[src/rtl/vx_wb_arbiter_if.sv]
// Commit-request / writeback bus between the execute units and the writeback arbiter.
// master = requesters plus register-file side, slave = the arbiter itself.
interface vx_wb_arbiter_if #(
    parameter int NUM_REQS = 5,
    parameter int DATAW    = 64
) ();
    localparam int SELW = $clog2(NUM_REQS);

    logic [NUM_REQS-1:0]       valid_in;
    logic [NUM_REQS*DATAW-1:0] data_in;
    logic [NUM_REQS-1:0]       ready_out;
    logic                      valid_out;
    logic [DATAW-1:0]          data_out;
    logic [SELW-1:0]           sel_out;
    logic                      ready_in;

    modport master (
        output valid_in,
        output data_in,
        output ready_in,
        input  ready_out,
        input  valid_out,
        input  data_out,
        input  sel_out
    );

    modport slave (
        input  valid_in,
        input  data_in,
        input  ready_in,
        output ready_out,
        output valid_out,
        output data_out,
        output sel_out
    );
endinterface

[src/rtl/vx_wb_arbiter.sv]
// Register-file writeback arbiter: round-robin grant with a starvation override,
// one-entry registered output stage and a saturating stall counter for perf CSRs.
module vx_wb_arbiter #(
    parameter int NUM_REQS = 5,
    parameter int DATAW    = 64,
    parameter int MAX_WAIT = 8
) (
    input  logic           clk,
    input  logic           reset,
    vx_wb_arbiter_if.slave wb,
    output logic [31:0]    stall_cnt
);
    localparam int SELW  = $clog2(NUM_REQS);
    localparam int WAITW = $clog2(MAX_WAIT + 1);
    localparam logic [WAITW-1:0] WAIT_MAX = WAITW'(MAX_WAIT);
    localparam logic [SELW-1:0]  LAST_IDX = SELW'(NUM_REQS - 1);
    localparam logic [SELW:0]    NUM_EXT  = (SELW + 1)'(NUM_REQS);

    logic                valid_out_r;
    logic [DATAW-1:0]    data_out_r;
    logic [SELW-1:0]     sel_out_r;
    logic [SELW-1:0]     rr_ptr_r;
    logic [31:0]         stall_cnt_r;
    logic [WAITW-1:0]    wait_r [NUM_REQS];

    logic                starved_any_s;
    logic [SELW-1:0]     starved_idx_s;
    logic                rr_found_s;
    logic [SELW-1:0]     rr_idx_s;
    logic [SELW:0]       cand_s;
    logic                grant_vld_s;
    logic [SELW-1:0]     grant_idx_s;
    logic                stage_en_s;
    logic                fire_s;
    logic [NUM_REQS-1:0] ready_s;

    function automatic logic [WAITW-1:0] sat_inc(input logic [WAITW-1:0] v);
        if (v >= WAIT_MAX) begin
            return WAIT_MAX;
        end else begin
            return v + WAITW'(1);
        end
    endfunction

    // Starved requesters: scan downwards so the lowest starved index is left selected.
    always_comb begin
        starved_any_s = 1'b0;
        starved_idx_s = '0;
        for (int i = NUM_REQS - 1; i >= 0; i--) begin
            if (wb.valid_in[i] && (wait_r[i] == WAIT_MAX)) begin
                starved_any_s = 1'b1;
                starved_idx_s = SELW'(i);
            end else begin
                starved_any_s = starved_any_s;
            end
        end
    end

    // Round-robin scan from rr_ptr with an explicit modulo wrap (NUM_REQS need not be a power of 2).
    always_comb begin
        rr_found_s = 1'b0;
        rr_idx_s   = '0;
        cand_s     = '0;
        for (int off = 0; off < NUM_REQS; off++) begin
            cand_s = {1'b0, rr_ptr_r} + (SELW + 1)'(off);
            if (cand_s >= NUM_EXT) begin
                cand_s = cand_s - NUM_EXT;
            end else begin
                cand_s = cand_s;
            end
            if (!rr_found_s && wb.valid_in[cand_s[SELW-1:0]]) begin
                rr_found_s = 1'b1;
                rr_idx_s   = cand_s[SELW-1:0];
            end else begin
                rr_found_s = rr_found_s;
            end
        end
    end

    // Final grant, stage enable and per-requester accept; nothing fires while reset is held.
    always_comb begin
        grant_vld_s = 1'b0;
        grant_idx_s = '0;
        ready_s     = '0;
        if (starved_any_s) begin
            grant_vld_s = 1'b1;
            grant_idx_s = starved_idx_s;
        end else if (rr_found_s) begin
            grant_vld_s = 1'b1;
            grant_idx_s = rr_idx_s;
        end else begin
            grant_vld_s = 1'b0;
        end
        stage_en_s = !valid_out_r || wb.ready_in;
        fire_s     = grant_vld_s && stage_en_s && !reset;
        for (int i = 0; i < NUM_REQS; i++) begin
            ready_s[i] = fire_s && (grant_idx_s == SELW'(i));
        end
    end

    // Output stage, round-robin pointer, wait counters and stall counter.
    always_ff @(posedge clk) begin
        if (reset) begin
            valid_out_r <= 1'b0;
            data_out_r  <= '0;
            sel_out_r   <= '0;
            rr_ptr_r    <= '0;
            stall_cnt_r <= 32'd0;
            for (int i = 0; i < NUM_REQS; i++) begin
                wait_r[i] <= '0;
            end
        end else begin
            if (fire_s) begin
                valid_out_r <= 1'b1;
                data_out_r  <= wb.data_in[int'(grant_idx_s) * DATAW +: DATAW];
                sel_out_r   <= grant_idx_s;
                rr_ptr_r    <= (grant_idx_s == LAST_IDX) ? '0 : grant_idx_s + SELW'(1);
            end else if (wb.ready_in) begin
                valid_out_r <= 1'b0;
            end else begin
                valid_out_r <= valid_out_r;
            end

            if (valid_out_r && !wb.ready_in && (stall_cnt_r != 32'hFFFF_FFFF)) begin
                stall_cnt_r <= stall_cnt_r + 32'd1;
            end else begin
                stall_cnt_r <= stall_cnt_r;
            end

            // ready_s[i] already implies valid_in[i], so it is exactly fire_i.
            for (int i = 0; i < NUM_REQS; i++) begin
                if (wb.valid_in[i] && !ready_s[i]) begin
                    wait_r[i] <= sat_inc(wait_r[i]);
                end else begin
                    wait_r[i] <= '0;
                end
            end
        end
    end

    assign wb.ready_out = ready_s;
    assign wb.valid_out = valid_out_r;
    assign wb.data_out  = data_out_r;
    assign wb.sel_out   = sel_out_r;
    assign stall_cnt    = stall_cnt_r;
endmodule

[src/flat_wrapper.sv]
// flat-port wrapper written by rule: the top's interface ports become plain ports
module vx_wb_arbiter_flat 
#(
    parameter int NUM_REQS = 5,
    parameter int DATAW    = 64,
    parameter int MAX_WAIT = 8
)
  (clk, reset, stall_cnt, wb_valid_in, wb_data_in, wb_ready_in, wb_ready_out, wb_valid_out, wb_data_out, wb_sel_out);
  vx_wb_arbiter_if #(.NUM_REQS(NUM_REQS), .DATAW(DATAW)) wb_i ();
  input  logic clk;
  input  logic reset;
  output logic [31:0] stall_cnt;
  input wire logic [$bits(wb_i.valid_in)-1:0] wb_valid_in;
  input wire logic [$bits(wb_i.data_in)-1:0] wb_data_in;
  input wire logic [$bits(wb_i.ready_in)-1:0] wb_ready_in;
  output wire logic [$bits(wb_i.ready_out)-1:0] wb_ready_out;
  output wire logic [$bits(wb_i.valid_out)-1:0] wb_valid_out;
  output wire logic [$bits(wb_i.data_out)-1:0] wb_data_out;
  output wire logic [$bits(wb_i.sel_out)-1:0] wb_sel_out;
  assign wb_i.valid_in = wb_valid_in;
  assign wb_i.data_in = wb_data_in;
  assign wb_i.ready_in = wb_ready_in;
  assign wb_ready_out = wb_i.ready_out;
  assign wb_valid_out = wb_i.valid_out;
  assign wb_data_out = wb_i.data_out;
  assign wb_sel_out = wb_i.sel_out;
  vx_wb_arbiter #(.NUM_REQS(NUM_REQS), .DATAW(DATAW), .MAX_WAIT(MAX_WAIT)) u_core (.clk(clk), .reset(reset), .wb(wb_i), .stall_cnt(stall_cnt));
endmodule
[config.mk]
export PLATFORM = sky130hd
export DESIGN_NAME = vx_wb_arbiter_flat
export DESIGN_NICKNAME = d
export VERILOG_FILES = /design/src/rtl/vx_wb_arbiter_if.sv /design/src/rtl/vx_wb_arbiter.sv /design/src/flat_wrapper.sv
export SDC_FILE = /design/constraint.sdc
export NUM_CORES = 1
export LEC_CHECK = 0
export ABC_AREA = 1
export BUFFER_PORTS_ARGS = -buffer_cell sky130_fd_sc_hd__buf_4
export CAP_MARGIN = 20
export CORE_AREA = 2 2 168 170
export DETAILED_ROUTE_END_ITERATION = 8
export DIE_AREA = 0 0 170 172
export PLACE_DENSITY = 0.57
export REMOVE_ABC_BUFFERS = 1
export SYNTH_ARGS = -nofsm -noshare
export SYNTH_HDL_FRONTEND = slang
export SYNTH_SLANG_ARGS = --single-unit
[constraint.sdc]
create_clock -name clk -period 9.5 [get_ports clk]
set_input_delay 1.425 -clock clk [delete_from_list [all_inputs] [get_ports clk]]
set_output_delay 1.425 -clock clk [all_outputs]
set_load 0.005 [all_outputs]
# [Word-level counts from Yosys, hierarchy flattened]
# Memory sizes are Yosys's and may differ from the RTL's.
# Cells that the tools add are included.
[word_totals] register_bits=103 mem_bits_rw=20 input_bits=328 output_inout_bits=105 elab_cells=195 mem_count=1
[mem_list] memory="u_core.wait_r" words=5 word_bits=4 read_ports=5 rd_ports_with_merged_regs=0 wr=5 line_no="vx_wb_arbiter.sv:24" source="logic [WAITW-1:0] wait_r [NUM_REQS];"
[op_classes] n_addsub=16 n_lt_le_gt_ge=15 eq_ne=10 n_shift=1 n_mux=99 bitwise_logic=10 n_reduce_logical=38
[op_table] operator="$shiftx A320 B10 Y64" count=1
[op_table] operator="$mux W4" count=25
[op_table] operator="$mux W3" count=18
[op_table] operator="$mux W1" count=51
[op_table] operator="$add A32 B1 Y32 const B" count=1
[op_table] operator="$ne A32 B32 Y1 const B" count=1
[op_table] operator="$logic_and A1 B1 Y1" count=23
[op_table] operator="$add A4 B1 Y4 const B" count=5
[op_table] operator="$eq A4 B4 Y1 const B" count=5
[op_table] operator="$ge A4 B4 Y1 const B" count=5
[op_table] operator="$lt A3 B4 Y1 const B" count=5
[op_table] operator="$ge A4 B3 Y1 const B" count=4
[op_table] operator="$bmux W1 S3" count=5
[op_table] operator="$sub A3 B3 Y3 const B" count=5
[op_table] operator="$logic_not A1 Y1" count=12
[op_table] operator="$or A1 B1 Y1" count=10
[op_table] operator="$add A3 B2 Y4 const B" count=2
[op_table] operator="$eq A3 B2 Y1 const B" count=2
[op_table] operator="$add A3 B1 Y4 const B" count=1
[op_table] operator="$add A3 B3 Y4 const B" count=1
[op_table] operator="$add A3 B1 Y3 const B" count=1
[op_table] operator="$eq A3 B1 Y1 const B" count=1
[op_table] operator="$eq A3 B3 Y1 const B" count=1
[op_table] operator="$ge A3 B3 Y1 const B" count=1
[op_table] operator="3 further kinds" count=3

# [Longest topological paths before layout]
# Gate-level depths: netlist of the first run.
[depth] word_depth=29 depth_mapped=27

# [Worst setup path after synthesis of the first run]
# Ideal clock, no wire load.
[synth_path] path_type="input to output" startpoint="input port wb_valid_in[1]" endpoint="output port wb_ready_out[3]" arrival_time_ns=3.263 t_required_ns=8.075 path_slack_ns=4.812 cell_stages=15 path_cell_list="clkbuf_1 nand3_1 nand3_1 nand3_2 nand3_1 clkinv_1 nand2_1 nand3_1 a21oi_1 buf_2 buf_4 ha_1 ha_1 nand2_1 inv_1"
[synth_between] word_cells_on_any_way=41
[synth_lines] element="start: declaration" line_no="flat_wrapper.sv:13" source="input wire logic [$bits(wb_i.valid_in)-1:0] wb_valid_in;"
[synth_lines] element="$bmux W1 S3" line_no="vx_wb_arbiter.sv:71" source="if (!rr_found_s && wb.valid_in[cand_s[SELW-1:0]]) begin"
[synth_lines] element="$mux W1 (implied by the code)" line_no="vx_wb_arbiter.sv:71"
[synth_lines] element="$mux W1" line_no="vx_wb_arbiter.sv:71"
[synth_lines] element="$logic_not A1 Y1" line_no="vx_wb_arbiter.sv:71"
[synth_lines] element="$logic_and A1 B1 Y1" line_no="vx_wb_arbiter.sv:71"
[synth_lines] element="$mux W1" line_no="vx_wb_arbiter.sv:71"
[synth_lines] element="$logic_not A1 Y1" line_no="vx_wb_arbiter.sv:71"
[synth_lines] element="$logic_and A1 B1 Y1" line_no="vx_wb_arbiter.sv:71"
[synth_lines] element="[... 4 more ...]"
[synth_lines] element="$logic_not A1 Y1" line_no="vx_wb_arbiter.sv:71"
[synth_lines] element="$logic_and A1 B1 Y1" line_no="vx_wb_arbiter.sv:71"
[synth_lines] element="$mux W3 / $mux W1 (equally long branches)" line_no="vx_wb_arbiter.sv:71"
[synth_lines] element="$mux W3" line_no="vx_wb_arbiter.sv:88" source="end else if (rr_found_s) begin"
[synth_lines] element="$mux W3 (*)" line_no="vx_wb_arbiter.sv:85" source="if (starved_any_s) begin"
[synth_lines] element="named net u_core.grant_idx_s[1]" line_no="vx_wb_arbiter.sv:32" source="logic [SELW-1:0] grant_idx_s;"
[synth_lines] element="$eq A3 B2 Y1 (*)" line_no="vx_wb_arbiter.sv:97" source="ready_s[i] = fire_s && (grant_idx_s == SELW'(i));"
[synth_lines] element="$logic_and A1 B1 Y1 (*)" line_no="vx_wb_arbiter.sv:97"
[synth_lines] element="end: declaration" line_no="flat_wrapper.sv:16" source="output wire logic [$bits(wb_i.ready_out)-1:0] wb_ready_out;"
# Mark *: on every way through the listed nets, which the timed path passes. The rest lies on a longest branch. The select of a mux whose other input is x is not followed.

# [Final worst setup path of the first run]
[layout_path] startpoint="register u_core.rr_ptr_r[0]" endpoint="output port wb_ready_out[3]"
[layout_between] elab_chain_cells=22 word_cells_on_any_way=55
[layout_lines] element="start: declaration" line_no="vx_wb_arbiter.sv:22" source="logic [SELW-1:0] rr_ptr_r;"
[layout_lines] element="start signal: assignment" line_no="vx_wb_arbiter.sv:117" source="rr_ptr_r <= (grant_idx_s == LAST_IDX) ? '0 : grant_idx_s + SELW'(1);"
[layout_lines] element="branches (longest 21 deep; another with $add A3 B1 Y4)"
[layout_lines] element="$logic_and A1 B1 Y1 (*)" line_no="vx_wb_arbiter.sv:97"
# Every way passes the cells marked *. The select of a mux whose other input is x is not followed.

==> flow_summary.json, run 1 <==
{
  "rsz0062_at_grt": "no",
  "dp_hpwl_um": 30900,
  "drc_errors": 0,
  "clock_path_buffers": 2,
  "drtPass1Iterations": 6,
  "setup_tns_ps": 0,
  "arrival_ps": 5990,
  "relSlewSlack_pct": 31.2,
  "cts_tree": "yes",
  "p_per_area_nw_per_um2": 356,
  "netlist_area_um2": 9310,
  "yosysMostFrequentCell": "nand2_1",
  "dieHeight_um": 172,
  "synthArstFlopShare_pct": 0,
  "yosysTopAreaCell": "dfxtp_1",
  "fin_hold_ws_ps": 471,
  "met1_usage_pct": 32.6,
  "r2r_end": "u_core.wait_r[3][0]",
  "die_area_um2": 29200,
  "ios": 433,
  "nets": 2274,
  "hold_depth": 2,
  "clk_pin_slew_ps": 60,
  "clock-sinks": 123,
  "gr-usage-met2_pct": 47.4,
  "fin_crit_ps": 7410,
  "synth.top_cells.by_count": "460 x nand2_1, 339 x nand3_1, 161 x inv_1",
  "grt_pass1_wl_um": 60100,
  "routed_wl_um": 40800,
  "crit_path_start_kind": "flip-flop",
  "fillers": 2918,
  "final_hold_viol_count": 0,
  "min_path_type": "reg -> reg",
  "synth.top_cell.area_share_pct": 23.0,
  "slew_violations": 0,
  "clock_latency_ps": 420,
  "ctsResizeCount": 0,
  "start_util_pct": 33.9,
  "cts_buffers": 17,
  "instances_no_fill": 2283,
  "post_drt_via_cell_ratio": 5.08,
  "r2r_cells": 19,
  "worstMarginPinSlew_ps": 1030,
  "grt_util_all_layers_pct": 26.7,
  "status": "finished, final reports clean",
  "dpl.cell_count": 2247,
  "cts_root_buf": "clkbuf_16",
  "drv_cap": 0,
  "place.gp.congestion": 0.939,
  "ant_nets": 0,
  "fp.dieW_um": 170,
  "drive_gt1_share_pct": 25.5,
  "cts_hold_buf": 0,
  "crit_required_ps": 8080,
  "p_leak_nw": 6.78,
  "core_um2": 27500,
  "grt_max_degree": 115,
  "yosysWarnings": 0,
  "skew_ps": 12.8,
  "holdPathEnd": "u_core.stall_cnt[13]",
  "crit_fanout": 85,
  "cts_max_level": 4,
  "drtIter0Drc": 801,
  "numPortBuffers": 432,
  "crit_path_frequent_cell": "ha_1",
  "ys.flop_type": "dfxtp_1",
  "synth_cells": 1542,
  "power_mw": 4.72,
  "crit_type": "reg -> out",
  "synth.ff_latch_count": 123,
  "syn-mean-instance-area_um2": 6.04,
  "slowest_delay_ps": 850,
  "vdd.ir_drop.worst_mv": 0.261,
  "end_kind": "primary output",
  "wl_per_cell_um": 17.9,
  "cts_setup_buffers": 0,
  "min_from": "u_core.stall_cnt[13]",
  "period_share_pct": 78.0,
  "seq_area_frac_synth_pct": 28.2,
  "synth_edf_count": 16,
  "rrSetupSlack_ps": 3710,
  "ys_types": 42,
  "grt-ovfl-total": 0,
  "grt_use_met3_pct": 5.54,
  "grt_most_used_layer": "met2",
  "finalSetupViolCount": 0,
  "row_count": 61,
  "dr_total_vias": 11600,
  "path_cells": "inv_2 > ha_1 > ha_1 > or2_2 > o21ai_0 > o21ai_1 > nand3_1 > nand3_1 > nand3_1 > nand2_1 > nand2_1 > nand2_4 > nand2_4 > buf_4 > ha_1 > ha_1 > nand2_1 > inv_1 > buf_4",
  "grt_pass1_vias": 10800,
  "fin_util_pct": 48.3,
  "fmax_mhz": 135,
  "yosys-top-cells-area": "dfxtp_1 23%, nand2_1 19%, nand3_1 18%",
  "antenna_found_initial": 3,
  "area_growth_pct": 42.6,
  "r2r-start": "u_core.rr_ptr_r[0]",
  "critPathSlowestCell": "dfxtp_1"
}
## cell usage in the layout, fill, tap and decap left out, drive strengths merged, types with 2 or more instances in the layout
| master | netlist | layout |
|---|---|---|
| o21a | 2 | 2 |
| nor4 | 9 | 9 |
| diode | 0 | 4 |
| buf | 60 | 443 |
| a31oi | 2 | 2 |
| ha | 24 | 24 |
| o31ai | 2 | 2 |
| conb | 1 | 16 |
| xor2 | 7 | 7 |
| nor3 | 14 | 14 |
| clkbuf | 38 | 19 |
| nand4 | 19 | 19 |
| dfxtp | 107 | 107 |
| xnor2 | 9 | 9 |
| nand3 | 340 | 340 |
| edfxtp | 16 | 16 |
| inv | 167 | 171 |
| nor3b | 3 | 3 |
| or2 | 2 | 2 |
| nor2 | 53 | 53 |
| o211ai | 15 | 15 |
| bufinv | 0 | 3 |
| o21ai | 94 | 94 |
| a21oi | 83 | 83 |
| nand2 | 465 | 465 |
| clkinv | 2 | 6 |
## worst max-delay path, delay by kind of cell, from the launching register on
| kind | cells | cell delay [ps] |
|---|---|---|
| AO/OA/AOI/OAI | 2 | 560 |
| adder cells (fa/ha/maj) | 4 | 1060 |
| buffers and inverters | 4 | 1200 |
| AND/OR/NAND/NOR | 9 | 1730 |
| flip-flops | 1 | 850 |
## sequential cells by signal, summed over array words and instances, names as in the netlist
signal / cells
u_core.wb.data_out: 64
u_core.rr_ptr_r: 3
u_core.wb.sel_out: 3
u_core.wb.valid_out: 1
u_core.stall_cnt: 32
u_core.wait_r: 20
## kinds of logic (layout without fill, tap and decap cells)
| family | count (synthesis) | count (layout) | share of synthesized area, % |
|---|---|---|---|
| other | 1 | 20 | 0.0403 |
| xor gates and xnor gates | 16 | 16 | 1.51 |
| and+or+nand+nor | 906 | 906 | 42.6 |
| buffers and inverters | 267 | 643 | 12.4 |
| adders and majority gates | 25 | 25 | 3.44 |
| AOI/OAI and AO/OA | 204 | 204 | 11.9 |
| DFF | 123 | 123 | 28.2 |
## layer usage
metal / vias to the layer above / share of wire (%)
met5: - / 0
met1: 5340 / 41
met3: 51 / 6.3
met4: 0 / 2.5
met2: 392 / 50
li1: 5814 / -
## through the flow
stage	setup WS, ps	cell area, um^2
2_1_floorplan	2620	8840
3_3_place_gp	2580	12600
3_5_place_dp	2610	12600
4_1_cts	2180	13200
5_1_grt	1610	13300
6_report	2090	13300
## power breakdown
group / leakage, nW / internal, mW / switching (mW)
combinational: 5.44 / 1.10 / 2.20
sequential: 1.04 / 0.649 / 0.0763
clock: 0.301 / 0.429 / 0.263
total: 6.78 / 2.18 / 2.54
## how the worst max path moves through the flow
| stage | start | end | slack, ps | cells past startpoint |
|---|---|---|---|---|
| floorplan | u_core.rr_ptr_r[0] | wb_ready_out[3] | 2620 | 17 |
| global placement | u_core.rr_ptr_r[0] | wb_ready_out[3] | 2580 | 19 |
| detailed placement | u_core.rr_ptr_r[0] | wb_ready_out[3] | 2610 | 19 |
| CTS | u_core.rr_ptr_r[0] | wb_ready_out[3] | 2180 | 19 |
| global route | u_core.rr_ptr_r[0] | wb_ready_out[3] | 1610 | 19 |
| finish | u_core.rr_ptr_r[0] | wb_ready_out[3] | 2090 | 19 |
## layout make-up
| type | count | area, um^2 | share of cell area [%] |
|---|---|---|---|
| Multi-Input combinational cell | 1167 | 5610 | 42.2 |
| Sequential cell | 123 | 2620 | 19.8 |
| Inverter | 169 | 637 | 4.80 |
| Antenna cell | 4 | 10.0 | 0.0754 |
| Timing Repair Buffer | 443 | 3350 | 25.2 |
| Tap cell | 346 | 433 | 3.26 |
| Clock buffer | 19 | 453 | 3.41 |
| Clock inverter | 12 | 163 | 1.23 |
(Power assumes the default switching activity.)
==> run 2: changes to the inputs <==
--- a/config.mk
+++ b/config.mk
@@ -5,13 +5,13 @@
 export SDC_FILE = /design/constraint.sdc
 export NUM_CORES = 1
 export LEC_CHECK = 0
-export ABC_AREA = 1
+export ABC_AREA = 0
 export BUFFER_PORTS_ARGS = -buffer_cell sky130_fd_sc_hd__buf_4
 export CAP_MARGIN = 20
 export CORE_AREA = 2 2 168 170
 export DETAILED_ROUTE_END_ITERATION = 8
 export DIE_AREA = 0 0 170 172
-export PLACE_DENSITY = 0.57
+export PLACE_DENSITY = 0.63
 export REMOVE_ABC_BUFFERS = 1
 export SYNTH_ARGS = -nofsm -noshare
 export SYNTH_HDL_FRONTEND = slang
==> constraint.sdc (replaced) <==
create_clock -name clk -period 6.35 [get_ports clk]
set_input_delay 0.9525 -clock clk [delete_from_list [all_inputs] [get_ports clk]]
set_output_delay 0.9525 -clock clk [all_outputs]
set_load 0.005 [all_outputs]
==> run 2 against run 1 <==
Global-route usage increased by 3.7 points. Highest routed layer is now met5. Register-to-register slack got worse by 2100 ps. Total power up 83%. Critical path depth is 4 lower. Hold slack better by 12 ps. Cell count decreased by 8.7%. Critical endpoint unchanged. Count of clock-buffer cells in the layout fell by 2.
==> flow_summary.json, run 2 <==
{
  "critPathSlowestCell": "dfxtp_1",
  "seq_area_frac_synth_pct": 25.8,
  "fin_hold_ws_ps": 483,
  "die_area_um2": 29200,
  "layout_common_cells": "452 x buf_4, 160 x nand2_1, 139 x o21ai_0",
  "cts_setup_buffers": 0,
  "final_hold_viol_count": 0,
  "fp.dieW_um": 170,
  "core_um2": 27500,
  "cts_buffers": 17,
  "drtIter0Drc": 1023,
  "post_drt_via_cell_ratio": 6.03,
  "ys_types": 81,
  "place.gp.congestion": 0.931,
  "nets": 2077,
  "clock-sinks": 123,
  "drv_cap": 0,
  "cts_root_buf": "clkbuf_16",
  "ios": 433,
  "dieHeight_um": 172,
  "synth_edf_count": 16,
  "cts_max_level": 4,
  "slew_violations": 0,
  "routed_wl_um": 46500,
  "yosysMostFrequentCell": "nand2_1",
  "netlist_area_um2": 10200,
  "clk_pin_slew_ps": 60,
  "cts_hold_buf": 0,
  "status": "finished, final reports clean",
  "synth.top_cell.area_share_pct": 21.1,
  "crit_path_frequent_cell": "ha_1",
  "yosys-top-cells-area": "dfxtp_1 21%, o21ai_0 6.9%, nand3_1 6.7%",
  "row_count": 61,
  "end_kind": "primary output",
  "synthArstFlopShare_pct": 0,
  "skew_ps": 20.2,
  "period_share_pct": 89.3,
  "ant_nets": 0,
  "final_common_cell": "buf_4",
  "grt_pass1_vias": 11800,
  "instances_no_fill": 2084,
  "fmax_mhz": 176,
  "grt_util_all_layers_pct": 30.4,
  "syn-mean-instance-area_um2": 7.38,
  "synth.top_cells.by_count": "160 x nand2_1, 139 x o21ai_0, 136 x nand3_1",
  "rsz0062_at_grt": "no",
  "min_path_type": "reg -> reg",
  "fillers": 2734,
  "synth.ff_latch_count": 123,
  "grt_pass1_wl_um": 69000,
  "ctsResizeCount": 0,
  "holdPathEnd": "u_core.wait_r[4][0]",
  "pre_cts_slack_ps": 1200,
  "dpl.cell_count": 2051,
  "drive_gt1_share_pct": 30.6,
  "dp_hpwl_um": 32200,
  "crit_fanout": 13,
  "drtPass1Iterations": 5,
  "start_util_pct": 37.0,
  "wl_per_cell_um": 22.3,
  "area_growth_pct": 39.0,
  "yosysTopAreaCell": "dfxtp_1",
  "min_from": "u_core.wait_r[4][0]",
  "drc_errors": 0,
  "path_cells": "inv_1 > ha_1 > ha_1 > inv_1 > o211ai_1 > a211oi_1 > o21ai_0 > o2111ai_1 > a221oi_1 > and3b_4 > inv_1 > ha_1 > ha_1 > and3_1 > buf_4",
  "largest_reg_flops": 64,
  "vdd.ir_drop.worst_mv": 0.745,
  "arrival_ps": 4720,
  "fin_ws_ps": 678,
  "worstMarginPinSlew_ps": 917,
  "clock_path_buffers": 2,
  "p_per_area_nw_per_um2": 611,
  "hold_depth": 1,
  "clock_latency_ps": 430,
  "grt-ovfl-total": 0,
  "rrSetupSlack_ps": 1570,
  "design_area_um2": 14100,
  "r2r_cells": 12,
  "antenna_found_initial": 2,
  "fin_crit_ps": 5670,
  "crit_type": "reg -> out",
  "fin_util_pct": 51.4,
  "ys.flop_type": "dfxtp_1",
  "regArea_um2": 2620,
  "cts_tree": "yes",
  "finalSetupViolCount": 0,
  "yosysWarnings": 0,
  "r2r-start": "u_core.rr_ptr_r[1]",
  "numPortBuffers": 432,
  "slowest_delay_ps": 580,
  "crit_required_ps": 5400,
  "grt_max_degree": 102,
  "relSlewSlack_pct": 38.9,
  "synth_cells": 1376,
  "placed_cell_area_um2": 13500,
  "r2r_end": "u_core.wb.data_out[62]",
  "multi_input_area_um2": 6880,
  "p_leak_nw": 5.94,
  "crit_path_start_kind": "flip-flop",
  "dr_total_vias": 12600
}
run 2: changes by cell type in the layout (fill, tap and decap cells not counted), sizes merged, moves of 54 or more:
cell	change
nand2	-305
nand3	-204
inv	-130
a21boi	+67
a21o	+67
a41oi	+64
o211ai	+54
run 2: cell type report:
type / instances / area share, %
clock buffers: 17 / 3.01
repair buffers: 455 / 24.5
multi-input cells: 1091 / 48.7
diodes: 1 / 0.0177
well taps: 346 / 3.07
clock inverters: 15 / 1.15
flip-flops and latches: 123 / 18.6
inverters: 36 / 0.957
run 2: power breakdown:
part	switching, mW	internal, mW	total (mW)
Sequential	0.164	1.05	1.21
Clock	0.417	0.585	1.00
Combinational	4.07	2.35	6.42
Total	4.65	3.98	8.63
run 2: kinds of logic (layout without fill, tap and decap cells):
kind of cell    count (synthesis)  in the layout  share of synthesized area [%]
compound gates                543            543                           36.2
xor+xnor                       33             33                           2.85
fa+ha+maj                      25             25                           3.15
buf+inv                       177            523                           7.41
flops                         123            123                           25.8
mux                            17             17                           2.09
other cells                     1             17                         0.0369
simple gates                  457            457                           22.4
run 2: stage by stage:
step | setup TNS [ps] | total power [mW]
floorplan | -139490 | 4.47
global placement | 0 | 7.52
detailed placement | 0 | 7.55
CTS | 0 | 8.58
global route | 0 | 9.22
finish | 0 | 8.63
run 2: critical path, delay by kind of cell, from the launching register on:
| kind | cells | cell delay [ps] |
|---|---|---|
| compound gates | 5 | 1310 |
| buf+inv | 4 | 710 |
| fa+ha+maj | 4 | 1120 |
| simple gates | 2 | 580 |
| flops | 1 | 580 |
run 2: worst max path at each step:
stage	depth (start not counted)	slack (ps)	start	end
after CTS	14	750	u_core.rr_ptr_r[1]	wb_ready_out[3]
after floorplan	8	-2510	wb_valid_in[2]	wb_ready_out[3]
after global placement	14	1250	u_core.rr_ptr_r[1]	wb_ready_out[3]
final	15	680	u_core.rr_ptr_r[1]	wb_ready_out[3]
after global routing	15	450	u_core.rr_ptr_r[1]	wb_ready_out[3]
after detailed placement	14	1200	u_core.rr_ptr_r[1]	wb_ready_out[3]
run 2: layer usage:
layer  vias up  routed length, um  GRT usage (%)
met5         -                 23              0
met4         4               1600           11.9
met3        99               4140           7.37
met2       678              21900           49.4
met1      5999              18800           39.0
li1       5793                  -              -
==> run 3: changes to the inputs <==
--- a/config.mk
+++ b/config.mk
@@ -8,10 +8,12 @@
 export ABC_AREA = 0
 export BUFFER_PORTS_ARGS = -buffer_cell sky130_fd_sc_hd__buf_4
 export CAP_MARGIN = 20
-export CORE_AREA = 2 2 168 170
+export CELL_PAD_IN_SITES_DETAIL_PLACEMENT = 0
+export CELL_PAD_IN_SITES_GLOBAL_PLACEMENT = 1
+export CORE_MARGIN = 1.5
+export CORE_UTILIZATION = 31
 export DETAILED_ROUTE_END_ITERATION = 8
-export DIE_AREA = 0 0 170 172
-export PLACE_DENSITY = 0.63
+export PLACE_DENSITY = 0.75
 export REMOVE_ABC_BUFFERS = 1
 export SYNTH_ARGS = -nofsm -noshare
 export SYNTH_HDL_FRONTEND = slang
==> run 3 against run 2 <==
Routed wire length rose by 0.41%. Setup slack got worse by 14 ps. Die area rose by 16%. Critical endpoint is now wb_ready_out[2]. Largest cell class unchanged.
==> flow_summary.json, run 3 (synthesis results as in run 2) <==
{
  "clk_pin_slew_ps": 60,
  "fin_hold_ws_ps": 487,
  "regArea_um2": 2620,
  "start_util_pct": 31.4,
  "layout_common_cells": "451 x buf_4, 160 x nand2_1, 139 x o21ai_0",
  "ant_nets": 0,
  "crit_family": "compound AO/OA/AOI/OAI gates",
  "ctsResizeCount": 0,
  "vdd.ir_drop.worst_mv": 0.595,
  "grt_pass1_wl_um": 69200,
  "dieHeight_um": 184,
  "status": "finished, final reports clean",
  "area_growth_pct": 40.0,
  "core_um2": 32400,
  "path_cells": "inv_1 > ha_1 > a221oi_4 > mux2_2 > o31ai_2 > a21oi_2 > a211o_1 > o211ai_1 > and3b_4 > buf_4 > ha_1 > and3_4 > buf_4",
  "final_common_cell": "buf_4",
  "drc_errors": 0,
  "intPower_mw": 3.99,
  "grt_util_all_layers_pct": 26.5,
  "switchingPower_mw": 4.64,
  "wl_per_cell_um": 21.4,
  "numPortBuffers": 432,
  "antenna_found_initial": 2,
  "min_path_type": "reg -> reg",
  "drv_cap": 0,
  "final_hold_viol_count": 0,
  "relSlewSlack_pct": 32.8,
  "crit_required_ps": 5400,
  "fillers": 3383,
  "drtIter0Drc": 734,
  "fin_util_pct": 43.9,
  "multi_input_area_um2": 6880,
  "arrival_ps": 4730,
  "crit_type": "reg -> out",
  "path_buf_inv": 3,
  "fmax_mhz": 176,
  "period_share_pct": 89.5,
  "nets": 2077,
  "power_mw": 8.62,
  "finalSetupViolCount": 0,
  "power_frac_comb_pct": 75.0,
  "worstMarginPinSlew_ps": 1000,
  "cts_hold_buf": 0,
  "skew_ps": 21.2,
  "power.clock.fraction_pct": 11.1,
  "setup_tns_ps": 0,
  "dp_hpwl_um": 32900,
  "drtPass1Iterations": 6,
  "p_sw_share_pct": 53.8,
  "grt-ovfl-total": 0,
  "p_leak_nw": 5.92,
  "fin_crit_ps": 5690,
  "pwr-share-seq_pct": 13.9,
  "post_drt_via_cell_ratio": 5.54,
  "path_depth": 13,
  "clock_path_buffers": 2,
  "clock-sinks": 123,
  "rsz0062_at_grt": "no",
  "dr_total_vias": 12100,
  "crit_fanout": 37,
  "slowest_delay_ps": 540,
  "cts_setup_buffers": 0,
  "cts_tree": "yes",
  "ios": 433,
  "place.gp.congestion": 0.905,
  "fp.dieW_um": 184,
  "grt_pass1_vias": 11500,
  "cts_root_buf": "clkbuf_16",
  "routed_wl_um": 46700,
  "end_kind": "primary output",
  "cts_max_level": 4,
  "crit_path_start_kind": "flip-flop",
  "drive_gt1_share_pct": 30.5,
  "cts_buffers": 17,
  "grt_max_degree": 97,
  "largest_reg_flops": 64,
  "critPathSlowestCell": "dfxtp_1",
  "p_per_area_nw_per_um2": 606,
  "row_count": 66,
  "die_area_um2": 33800,
  "clock_latency_ps": 420,
  "hold_depth": 1,
  "r2r_cells": 12,
  "slew_violations": 0
}
## run 3: cell count changes in the layout (fill, tap and decap cells not counted), sizes merged
cell and change:
clkbuf +5, inv -3, clkinv -4, diode +1
clkinvlp +3, bufinv -1
## run 3: power by group through the flow
stage                     Sequential [mW]  Clock, mW  Combinational, mW
after CTS                            1.20      0.974               6.46
after global routing                 1.23       1.00               7.01
after detailed placement             1.21          0               6.43
after global placement               1.21          0               6.42
after floorplan                      1.21          0               3.26
final                                1.20      0.958               6.46
## run 3: per-layer routing
layer / up-vias / track usage, % / wire (um)
li1: 5798 / - / -
met1: 5777 / 33.6 / 19700
met2: 462 / 44.8 / 22400
met3: 51 / 6.42 / 3590
met4: 0 / 6.85 / 929
met5: - / 0 / 0
## run 3: layout make-up
| class | instances | area share, % |
|---|---|---|
| clock buffer | 22 | 3.26 |
| tap | 442 | 3.89 |
| antenna | 2 | 0.0352 |
| timing repair buffer | 455 | 24.4 |
| inverter | 36 | 0.950 |
| multi-input combinational | 1091 | 48.4 |
| sequential | 123 | 18.4 |
| clock inverter | 10 | 0.651 |
## run 3: worst paths after layout
kind	slack (ps)	from	to
min reg2reg	490	u_core.wb.sel_out[1]	u_core.wb.sel_out[1]
max	660	u_core.rr_ptr_r[1]	wb_ready_out[2]
max reg2reg	1580	u_core.rr_ptr_r[1]	u_core.wb.data_out[32]
min	490	u_core.wb.sel_out[1]	u_core.wb.sel_out[1]
## run 3: stage by stage
stage / area (um^2) / instances / worst slack, ps
2_1_floorplan: 9590 / 1250 / -2510
6_report: 14200 / 2181 / 664
3_5_place_dp: 13700 / 2147 / 1150
4_1_cts: 14200 / 2179 / 689
5_1_grt: 14200 / 2180 / 336
3_3_place_gp: 13700 / 2147 / 1210
